==> config.mk <==
export PLATFORM = sky130hd
export DESIGN_NAME = regfile_bist
export DESIGN_NICKNAME = d
export VERILOG_FILES = /design/src/rtl/regfile_pkg.sv /design/src/rtl/regfile_bist_chk.sv /design/src/rtl/regfile_bist.sv
export SDC_FILE = /design/constraint.sdc
export NUM_CORES = 1
export LEC_CHECK = 0
export BUFFER_PORTS_ARGS = -buffer_cell sky130_fd_sc_hd__buf_4
export CAP_MARGIN = 20
export CELL_PAD_IN_SITES_DETAIL_PLACEMENT = 1
export CELL_PAD_IN_SITES_GLOBAL_PLACEMENT = 1
export CORE_ASPECT_RATIO = 0.9
export CORE_MARGIN = 1.5
export CORE_UTILIZATION = 33
export CTS_CLUSTER_DIAMETER = 150
export DETAILED_ROUTE_END_ITERATION = 12
export PLACE_DENSITY_LB_ADDON = 0.1
export SLEW_MARGIN = 10
export SYNTH_ARGS = -nofsm -noshare
export SYNTH_HDL_FRONTEND = slang
export SYNTH_HIERARCHICAL = 1
export SYNTH_SLANG_ARGS = --single-unit
==> constraint.sdc <==
create_clock -name clk -period 4.66 [get_ports clk]
set_input_delay 0.466 -clock clk [delete_from_list [all_inputs] [get_ports clk]]
set_output_delay 0.466 -clock clk [all_outputs]
set_load 0.005 [all_outputs]
==> src/rtl/regfile_pkg.sv <==
// Shared types and constants for the register-file BIST controller, its checker
// and anything that injects faults into the register file.
package regfile_pkg;

   typedef enum logic [2:0] {
      IDLE,
      WR,
      RD,
      WRI,
      RDI,
      DONE
   } bist_state_e;

   localparam logic PHASE_TRUE = 1'b0;
   localparam logic PHASE_INV  = 1'b1;

   localparam logic [1:0] FT_NONE = 2'd0;
   localparam logic [1:0] FT_FLIP = 2'd1;
   localparam logic [1:0] FT_SA0  = 2'd2;
   localparam logic [1:0] FT_SA1  = 2'd3;

endpackage

==> src/rtl/regfile_bist_chk.sv <==
// Two-port read comparator with a saturating mismatch counter and capture of
// the first mismatching read of a run.
module regfile_bist_chk
   import regfile_pkg::*;
#(
   parameter int WIDTH = 32,
   parameter int ADDRW = 5,
   parameter int ERRW  = 8
) (
   input  logic             clk,
   input  logic             rst,
   input  logic             clear,
   input  logic             rd_en,
   input  logic             phase,
   input  logic [ADDRW-1:0] addr,
   input  logic [WIDTH-1:0] expected,
   input  logic [WIDTH-1:0] rdata1,
   input  logic [WIDTH-1:0] rdata2,
   output logic [ERRW-1:0]  err_count,
   output logic [ADDRW-1:0] first_err_addr,
   output logic             first_err_phase,
   output logic [WIDTH-1:0] first_err_data
);

   logic       mis1;
   logic       mis2;
   logic [1:0] mis_cnt;
   logic       seen;

   // The extra top bit of the sum flags overflow, since at most 2 is added.
   function automatic logic [ERRW-1:0] sat_add(input logic [ERRW-1:0] a,
                                                input logic [1:0]      b);
      logic [ERRW:0] s;
      s = {1'b0, a} + {{(ERRW - 1){1'b0}}, b};
      if (s[ERRW]) return '1;
      return s[ERRW-1:0];
   endfunction

   always_comb begin
      mis1    = rd_en && (rdata1 != expected);
      mis2    = rd_en && (rdata2 != expected);
      mis_cnt = {1'b0, mis1} + {1'b0, mis2};
   end

   always_ff @(posedge clk) begin
      if (rst || clear) begin
         err_count       <= '0;
         first_err_addr  <= '0;
         first_err_phase <= PHASE_TRUE;
         first_err_data  <= '0;
         seen            <= 1'b0;
      end else if (mis1 || mis2) begin
         err_count <= sat_add(err_count, mis_cnt);
         if (!seen) begin
            seen            <= 1'b1;
            first_err_addr  <= addr;
            first_err_phase <= phase;
            first_err_data  <= mis1 ? rdata1 : rdata2;
         end
      end
   end

endmodule

==> src/rtl/regfile_bist.sv <==
// Register-file BIST: write P, read P, write ~P, read ~P over every address,
// scoring mismatches in the checker. All rf_* outputs decode from registers.
module regfile_bist
   import regfile_pkg::*;
#(
   parameter int WIDTH = 32,
   parameter int DEPTH = 32,
   parameter int ADDRW = $clog2(DEPTH),
   parameter int ERRW  = 8
) (
   input  logic             clk,
   input  logic             rst,
   input  logic             start,
   input  logic [WIDTH-1:0] pattern,
   output logic             busy,
   output logic             done,
   output logic             pass,
   output logic [ERRW-1:0]  err_count,
   output logic [ADDRW-1:0] first_err_addr,
   output logic             first_err_phase,
   output logic [WIDTH-1:0] first_err_data,
   output logic             rf_we,
   output logic [ADDRW-1:0] rf_waddr,
   output logic [WIDTH-1:0] rf_wdata,
   output logic [ADDRW-1:0] rf_raddr1,
   output logic [ADDRW-1:0] rf_raddr2,
   input  logic [WIDTH-1:0] rf_rdata1,
   input  logic [WIDTH-1:0] rf_rdata2
);

   bist_state_e      state;
   bist_state_e      state_next;
   logic [ADDRW-1:0] addr;
   logic [WIDTH-1:0] pat;
   logic             last;
   logic             accept;
   logic             wr;
   logic             rd;
   logic [WIDTH-1:0] cur;
   logic [WIDTH-1:0] expected;

   always_comb begin
      last       = (addr == ADDRW'(DEPTH - 1));
      accept     = start && ((state == IDLE) || (state == DONE));
      state_next = state;
      case (state)
         IDLE, DONE: if (start) state_next = WR;
         WR:         if (last)  state_next = RD;
         RD:         if (last)  state_next = WRI;
         WRI:        if (last)  state_next = RDI;
         RDI:        if (last)  state_next = DONE;
         default:               state_next = IDLE;
      endcase
   end

   always_ff @(posedge clk) begin
      if (rst) begin
         state <= IDLE;
         addr  <= '0;
      end else begin
         state <= state_next;
         if (accept)
            addr <= '0;
         else if (wr || rd)
            addr <= last ? '0 : addr + ADDRW'(1);
      end
   end

   // Pattern is data: only the accepting edge loads it, reset leaves it alone.
   always_ff @(posedge clk) begin
      if (accept) pat <= pattern;
   end

   always_comb begin
      wr        = (state == WR) || (state == WRI);
      rd        = (state == RD) || (state == RDI);
      cur       = ((state == WRI) || (state == RDI)) ? ~pat : pat;
      expected  = (addr == '0) ? '0 : cur;
      rf_we     = wr;
      rf_waddr  = wr ? addr : '0;
      rf_wdata  = wr ? cur  : '0;
      rf_raddr1 = rd ? addr : '0;
      rf_raddr2 = rd ? addr : '0;
      busy      = wr || rd;
      done      = (state == DONE);
      pass      = done && (err_count == '0);
   end

   regfile_bist_chk #(
      .WIDTH(WIDTH),
      .ADDRW(ADDRW),
      .ERRW (ERRW)
   ) u_chk (
      .clk            (clk),
      .rst            (rst),
      .clear          (accept),
      .rd_en          (rd),
      .phase          ((state == RDI) ? PHASE_INV : PHASE_TRUE),
      .addr           (addr),
      .expected       (expected),
      .rdata1         (rf_rdata1),
      .rdata2         (rf_rdata2),
      .err_count      (err_count),
      .first_err_addr (first_err_addr),
      .first_err_phase(first_err_phase),
      .first_err_data (first_err_data)
   );

endmodule
==> results.md, run 1 <==
- Worst setup slack after layout: about 0.34 ns
- Vias per inst: about 5.4
- GRT Residual Overflow: 0
- Largest clock skew in the final design: 0.0123 ns
- Height of the die: 122 um
- Count of inserted antenna diode cells: 0
- Largest cells by area after synthesis: sky130_fd_sc_hd__dfxtp_1, sky130_fd_sc_hd__edfxtp_1, sky130_fd_sc_hd__xor2_1
- Cells on worst reg2reg path: 15
- Number of input and output port buffers inserted: between 150 and 200
- Detailed Route Iter0 Violations: about 340
- Highest-count cells in the layout ignoring fill and taps: sky130_fd_sc_hd__buf_4, sky130_fd_sc_hd__nor3_1, sky130_fd_sc_hd__xor2_1
- Effective utilization at floorplan: 33.7%
- Synth unique cells: 48
- Worst-case vdd ir drop: between 0.2 and 0.25 mV
- Initial antenna violation count: 0
- Largest net degree at the start of global routing: 66
- Post-layout min period: around 4.3 ns
- Synthesis-stage register bit count: 87
- Clk Tree Root Cell: sky130_fd_sc_hd__clkbuf_16
- Remaining max-slew budget at the tightest pin: 42.7%
- Number of top-level design ports: roughly 200
- Total track usage: a little under a quarter
- Vias in the first global route: around 4900
- Number of warnings issued by yosys: 6
- CTS sink cnt: just under 90
- Startpoint type of the worst setup path: flip-flop
- Synth top area share: between 20% and 30%
- Leakage: slightly below 3 nW
- Data arrival at the endpoint of the critical path: approximately 4.5 ns
- Setup CP Type: flip-flop to flip-flop
- Hold buffer count at CTS: 0
- Run status: complete, no violations
- Routed Antenna Nets: 0
- Number of setup buffers added after CTS: 0
- Mean Syn Cell Area: roughly 9.5 um^2
- Total detailed-routing wirelength: about 19 mm
- Measured slew at the worst slew-check pin: 0.852 ns
- Most area-hungry cell type in the Yosys netlist: sky130_fd_sc_hd__dfxtp_1
- Horiz. Die Dim: around 140 um
- Final Instance Area: 0.00717 mm^2
- Count of maximum capacitance violations: 0
- Drt first pass iters: 4
- Via Count: about 5000
- Summed instance area of the synthesized netlist: approximately 0.0052 mm^2
- Proportion of register bits with asynchronous set or reset after synthesis: 0%
- Top flip-flop cell by instance count after synthesis: sky130_fd_sc_hd__dfxtp_1
- Placement-stage worst setup slack: 0.179 ns
- Total power: around 1.8 mW
- Max Freq: approximately 230 MHz
- CP endpoint kind: flip-flop
- Part of the Yosys area used for sequential elements: between 30% and 40%
- Number of nets produced by synthesis: 647
- Later-pin clock latency in the skew report: between 0.3 and 0.4 ns
- Final Max Tran Viols: 0
- Critical path peak fanout: 65
- Most frequent standard cell in the layout excluding fill and tap cells: sky130_fd_sc_hd__buf_4
- Power density over the cells: roughly 250 mW/mm^2
- Critical-path cell list: nor3b_4 -> buf_12 -> nor3_1 -> nor3_2 -> xor2_1 -> nor4_1 -> nand4_1 -> o21a_1 -> fa_1 -> ha_1 -> nand3_1 -> nor2_1 -> a31o_2 -> a21oi_1 -> a211oi_1
- Worst path required time: 4.88 ns
- Total Die Area: approximately 0.016 mm^2
- Count of flip-flops with a built-in enable after synthesis: 32
- Routability cong.: 0.878
- Synth-to-layout area growth: 38.3%
- Detail-routed net length per standard cell: between 20 and 25 um
- Nets@finish: 826
- Number of hold violations in the final report: 0
- Wire length of the first global-routing pass: 28.2 mm
- H-Tree Level Count: 3
- Delay of the slowest critical-path stage: roughly 0.6 ns
- Max Root-Sink Buffers: 2
- Type of the worst min-delay path: primary input to flip-flop
- HPWL after detailed placement: 14.7 mm
- CTS tree: done
- Hold depth: 1
- RSZ-0062 raised after global routing: no
- Layout cells sized above 1: about a third
- DR DRC count: 0
- Register clock-pin slew on the reported worst setup and hold paths: ~0.06 ns
- Floorplan core area: around 0.015 mm^2
- Final setup vio count: 0
- Cell Area, Placed: around 0.0068 mm^2
- Ratio of final minimum period to clock period: about 93%
- Sum Neg Setup Slack: 0 ns
- # rows: 43
- Number of cells produced by synthesis: around 540
- Library cell contributing the largest single delay on the critical path: sky130_fd_sc_hd__dfxtp_1
- Number of buffers added by the clock tree synthesis step: 9
## state kept, by name, indices dropped and copies added (netlist names)
name	cells
u_chk/seen	1
u_chk/first_err_addr	5
u_chk/err_count	8
u_chk/first_err_data	32
addr	5
u_chk/first_err_phase	1
pat	32
state	3
## cells in the mapped netlist, types with 3 or more instances
master                      number
sky130_fd_sc_hd__o21a_1         34
sky130_fd_sc_hd__nor2_1         13
sky130_fd_sc_hd__buf_2          19
sky130_fd_sc_hd__o2bb2ai_1      32
sky130_fd_sc_hd__a211oi_1        6
sky130_fd_sc_hd__ha_1            4
sky130_fd_sc_hd__o21ai_0        10
sky130_fd_sc_hd__a21oi_1        18
sky130_fd_sc_hd__inv_1           7
sky130_fd_sc_hd__nor2b_1         3
sky130_fd_sc_hd__buf_4          12
sky130_fd_sc_hd__nor3_1        105
sky130_fd_sc_hd__mux2i_1        32
sky130_fd_sc_hd__edfxtp_1       32
sky130_fd_sc_hd__nand3_1        11
sky130_fd_sc_hd__xor2_1         64
sky130_fd_sc_hd__dfxtp_1        55
sky130_fd_sc_hd__clkbuf_1       12
sky130_fd_sc_hd__nand2_1         6
sky130_fd_sc_hd__and2_1          7
sky130_fd_sc_hd__or3_1           4
sky130_fd_sc_hd__nand4_1         5
sky130_fd_sc_hd__nor4_1         19
sky130_fd_sc_hd__and3_1          4
## path summary, 6_finish.rpt
check             slack (ns)                startpoint                        to
hold / removal          0.29               pattern[14]                   pat[14]
setup / recovery        0.34                  state[2]        u_chk/err_count[5]
hold reg to reg         0.47  u_chk/first_err_data[27]  u_chk/first_err_data[27]
setup reg to reg        0.34                  state[2]        u_chk/err_count[5]
## report_power, final
part           leakage (nW)  internal [mW]  switching (mW)
Sequential            0.749          0.808          0.0146
Clock                 0.147          0.396           0.323
Combinational          2.08          0.129           0.144
## layer usage
| layer | global-route usage, % | wire [um] |
|---|---|---|
| met5 | 0 | 0 |
| met4 | 6.65 | 294 |
| met3 | 3.62 | 933 |
| met2 | 35.8 | 8660 |
| met1 | 32.8 | 9080 |
## per-stage QoR
stage	std cells	hold WS [ns]	utilization [%]
floorplan	543	0.456	-
global placement	913	0.447	44.5
detailed placement	913	0.450	44.5
CTS	929	0.271	46.4
global route	929	0.274	46.6
finish	929	0.288	46.6
## what timing repair did
| action | CTS | global route |
|---|---|---|
| setup endpoints to repair | 0 | 4 |
| hold endpoints to repair | 0 | 0 |
| resized for setup | 0 | 8 |
## area by class of cell
cell class              count  area (um^2)
flip-flops and latches     87         2060
clock inverters             5         37.5
repair buffers            212         1620
multi-input cells         405         2920
well taps                 202          253
fillers                  1791         8220
clock buffers              11          253
inverters                   7         26.3
## kinds of logic after synthesis
logic type | Yosys count | synth area share [%]
adder cells (fa/ha/maj) | 5 | 1.35
buffers and inverters | 51 | 5.17
XOR/XNOR | 66 | 11.2
flip-flops | 87 | 39.8
AO/OA/AOI/OAI | 113 | 16.7
multiplexers | 32 | 6.18
AND/OR/NAND/NOR | 189 | 19.7
## critical path, delay by kind of cell, from the launching register on
kind	cells	cell delay, ns
xor gates and xnor gates	1	0.13
DFF	1	0.60
and+or+nand+nor	7	1.76
AOI/OAI and AO/OA	4	0.73
buffers and inverters	1	0.29
adders and majority gates	2	0.65
No activity file was read; power rests on OpenSTA's default activity.
==> run 2, diff against run 1 <==
CAP_MARGIN = not set   (was 20)
CTS_BUF_LIST = sky130_fd_sc_hd__clkbuf_16   (was not set)
==> run 2 against run 1 <==
Non-clock buffer count stayed put. Core utilization shrank 0.20 points. Sequential share of layout area increased by 0.12 points. Largest power group unchanged. Highest routed layer unchanged.
==> results.md, run 2 (same netlist as run 1, synthesis figures left out) <==
- Number of buffers added by the clock tree synthesis step: 9
- CP endpoint kind: flip-flop
- Count of inserted antenna diode cells: 0
- Remaining max-slew budget at the tightest pin: between 40 and 50%
- Later-pin clock latency in the skew report: ~0.36 ns
- Largest clock skew in the final design: roughly 0.012 ns
- Fill cells: 1794
- Start point of the worst min-delay path: pattern[14]
- Worst hold slack: 0.286 ns
- Routed Antenna Nets: 0
- Leakage: ~3.0 nW
- Layout cells sized above 1: between 30% and 40%
- Clk Tree Root Cell: sky130_fd_sc_hd__clkbuf_16
- Library cell contributing the largest single delay on the critical path: sky130_fd_sc_hd__dfxtp_1
- Worst path required time: roughly 4.9 ns
- Vias per inst: between 5 and 6
- Instance count after placement with tap cells included: 913
- Sum Neg Setup Slack: 0 ns
- Total power: approximately 1.8 mW
- Delay of the slowest critical-path stage: roughly 0.60 ns
- Most frequent standard cell in the layout excluding fill and tap cells: sky130_fd_sc_hd__buf_4
- Power density over the cells: about 250 mW/mm^2
- Drt first pass iters: 6
- Max Freq: about 230 MHz
- Nets@finish: slightly above 800
- Via Count: roughly 5000
- Initial antenna violation count: 0
- Routability cong.: 0.878
- Count of maximum capacitance violations: 0
- Number of top-level design ports: roughly 200
- Final Max Tran Viols: 0
- CTS tree: done
- Wire length of the first global-routing pass: between 20 and 30 mm
- Ratio of final minimum period to clock period: a little over nine tenths
- Detailed Route Iter0 Violations: around 320
- Cells on worst reg2reg path: 15
- Startpoint type of the worst setup path: flip-flop
- Floorplan core area: ~0.015 mm^2
- Height of the die: roughly 120 um
- HPWL after detailed placement: 14.7 mm
- Critical-path cell list: nor3b_4 -> buf_12 -> nor3_1 -> nor3_1 -> xor2_1 -> nor4_1 -> nand4_1 -> o21a_1 -> fa_1 -> ha_1 -> nand3_1 -> nor2_1 -> a31o_2 -> a21oi_1 -> a211oi_1
- GRT Residual Overflow: 0
- Run status: complete, no violations
- Critical path peak fanout: 65
- Data arrival at the endpoint of the critical path: approximately 4.6 ns
- DR DRC count: 0
- # rows: 43
- Number of hold violations in the final report: 0
- Vias in the first global route: just under 5000
- H-Tree Level Count: 3
- Horiz. Die Dim: 135 um
- Placement-stage worst setup slack: around 0.18 ns
- Worst-case vdd ir drop: 0.201 mV
- Setup CP Type: flip-flop to flip-flop
- Register clock-pin slew on the reported worst setup and hold paths: approximately 0.070 ns
- Max Root-Sink Buffers: 2
- Post-layout min period: approximately 4.4 ns
- Measured slew at the worst slew-check pin: around 0.83 ns
- Worst setup slack after layout: 0.265 ns
- Top Registers: pat x32, u_chk/first_err_data x32, u_chk/err_count x8
- Total detailed-routing wirelength: about 19 mm
- Number of input and output port buffers inserted: slightly below 200
- Synth-to-layout area growth: 37.8%
- Detail-routed net length per standard cell: around 20 um
- Hold depth: 1
- Post-route non-filler standard cell count: roughly 930
- Worst reg2reg setup slack: about 0.26 ns
- CTS sink cnt: 87
- Effective utilization at floorplan: 33.7%
- Largest net degree at the start of global routing: 66
- CP most frequent cell: sky130_fd_sc_hd__nor3_1
- Worst hold endpoint: pat[14]
- Type of the worst min-delay path: primary input to flip-flop
- Total Die Area: between 0.015 and 0.02 mm^2
- Number of setup buffers added after CTS: 0
- Total track usage: between 20% and 30%
- Number of buffer and inverter instances along the worst setup path: 1
- Final setup vio count: 0
- Highest-count cells in the layout ignoring fill and taps: sky130_fd_sc_hd__buf_4, sky130_fd_sc_hd__nor3_1, sky130_fd_sc_hd__xor2_1
- Crit Reg-Reg Startpoint: state[2]
- R2r endpoint: u_chk/err_count[5]
- RSZ-0062 raised after global routing: no
- Largest delay share family, worst path: simple AND/OR/NAND/NOR gates
## run 2: cell types whose count changed in the layout (fill, tap and decap cells not counted), sizes merged
cell,previous run,this run
inv,11,12
clkinv,1,2
clkbuf,11,9
## run 2: final cells by class
class / count / area, um^2 / share of cell area, %
Multi-Input combinational cell: 405 / 2910 / 40.7
Clock inverter: 7 / 45.0 / 0.631
Timing Repair Buffer: 212 / 1620 / 22.6
Sequential cell: 87 / 2060 / 28.9
Inverter: 7 / 26.3 / 0.368
Clock buffer: 9 / 225 / 3.16
Tap cell: 202 / 253 / 3.54
## run 2: per-stage QoR
| stage | utilization (%) | instance area, um^2 |
|---|---|---|
| after floorplan | - | 5190 |
| after detailed placement | 44.5 | 6850 |
| final | 46.4 | 7140 |
| after global routing | 46.4 | 7140 |
| after CTS | 46.2 | 7120 |
| after global placement | 44.5 | 6850 |
## run 2: power breakdown
part,switching [mW],internal (mW)
Combinational,0.143,0.129
Clock,0.324,0.363
Sequential,0.0145,0.808
Total,0.482,1.30
## run 2: worst max path at each step
stage                        start            endpoint  slack (ns)  cells after the start
final                     state[2]  u_chk/err_count[5]        0.26                     15
after global routing      state[2]  u_chk/err_count[5]       0.002                     16
after CTS                 state[1]  u_chk/err_count[5]        0.14                     15
after detailed placement  state[1]  u_chk/err_count[5]        0.18                     15
after global placement    state[1]  u_chk/err_count[5]        0.32                     15
after floorplan            addr[0]  u_chk/err_count[5]        0.72                     18
## run 2: layer usage
| metal | up-vias | GRT usage, % | part of all wire, % |
|---|---|---|---|
| met5 | - | 0 | 0 |
| met2 | 151 | 35.7 | 45 |
| met1 | 2457 | 32.8 | 47 |
| li1 | 2397 | - | - |
| met4 | 0 | 6.65 | 1.6 |
| met3 | 20 | 3.62 | 6.1 |
## run 2: timing repair
action	CTS	global route
setup endpoints to repair	0	4
gates resized for setup	0	6
hold buffers	0	0
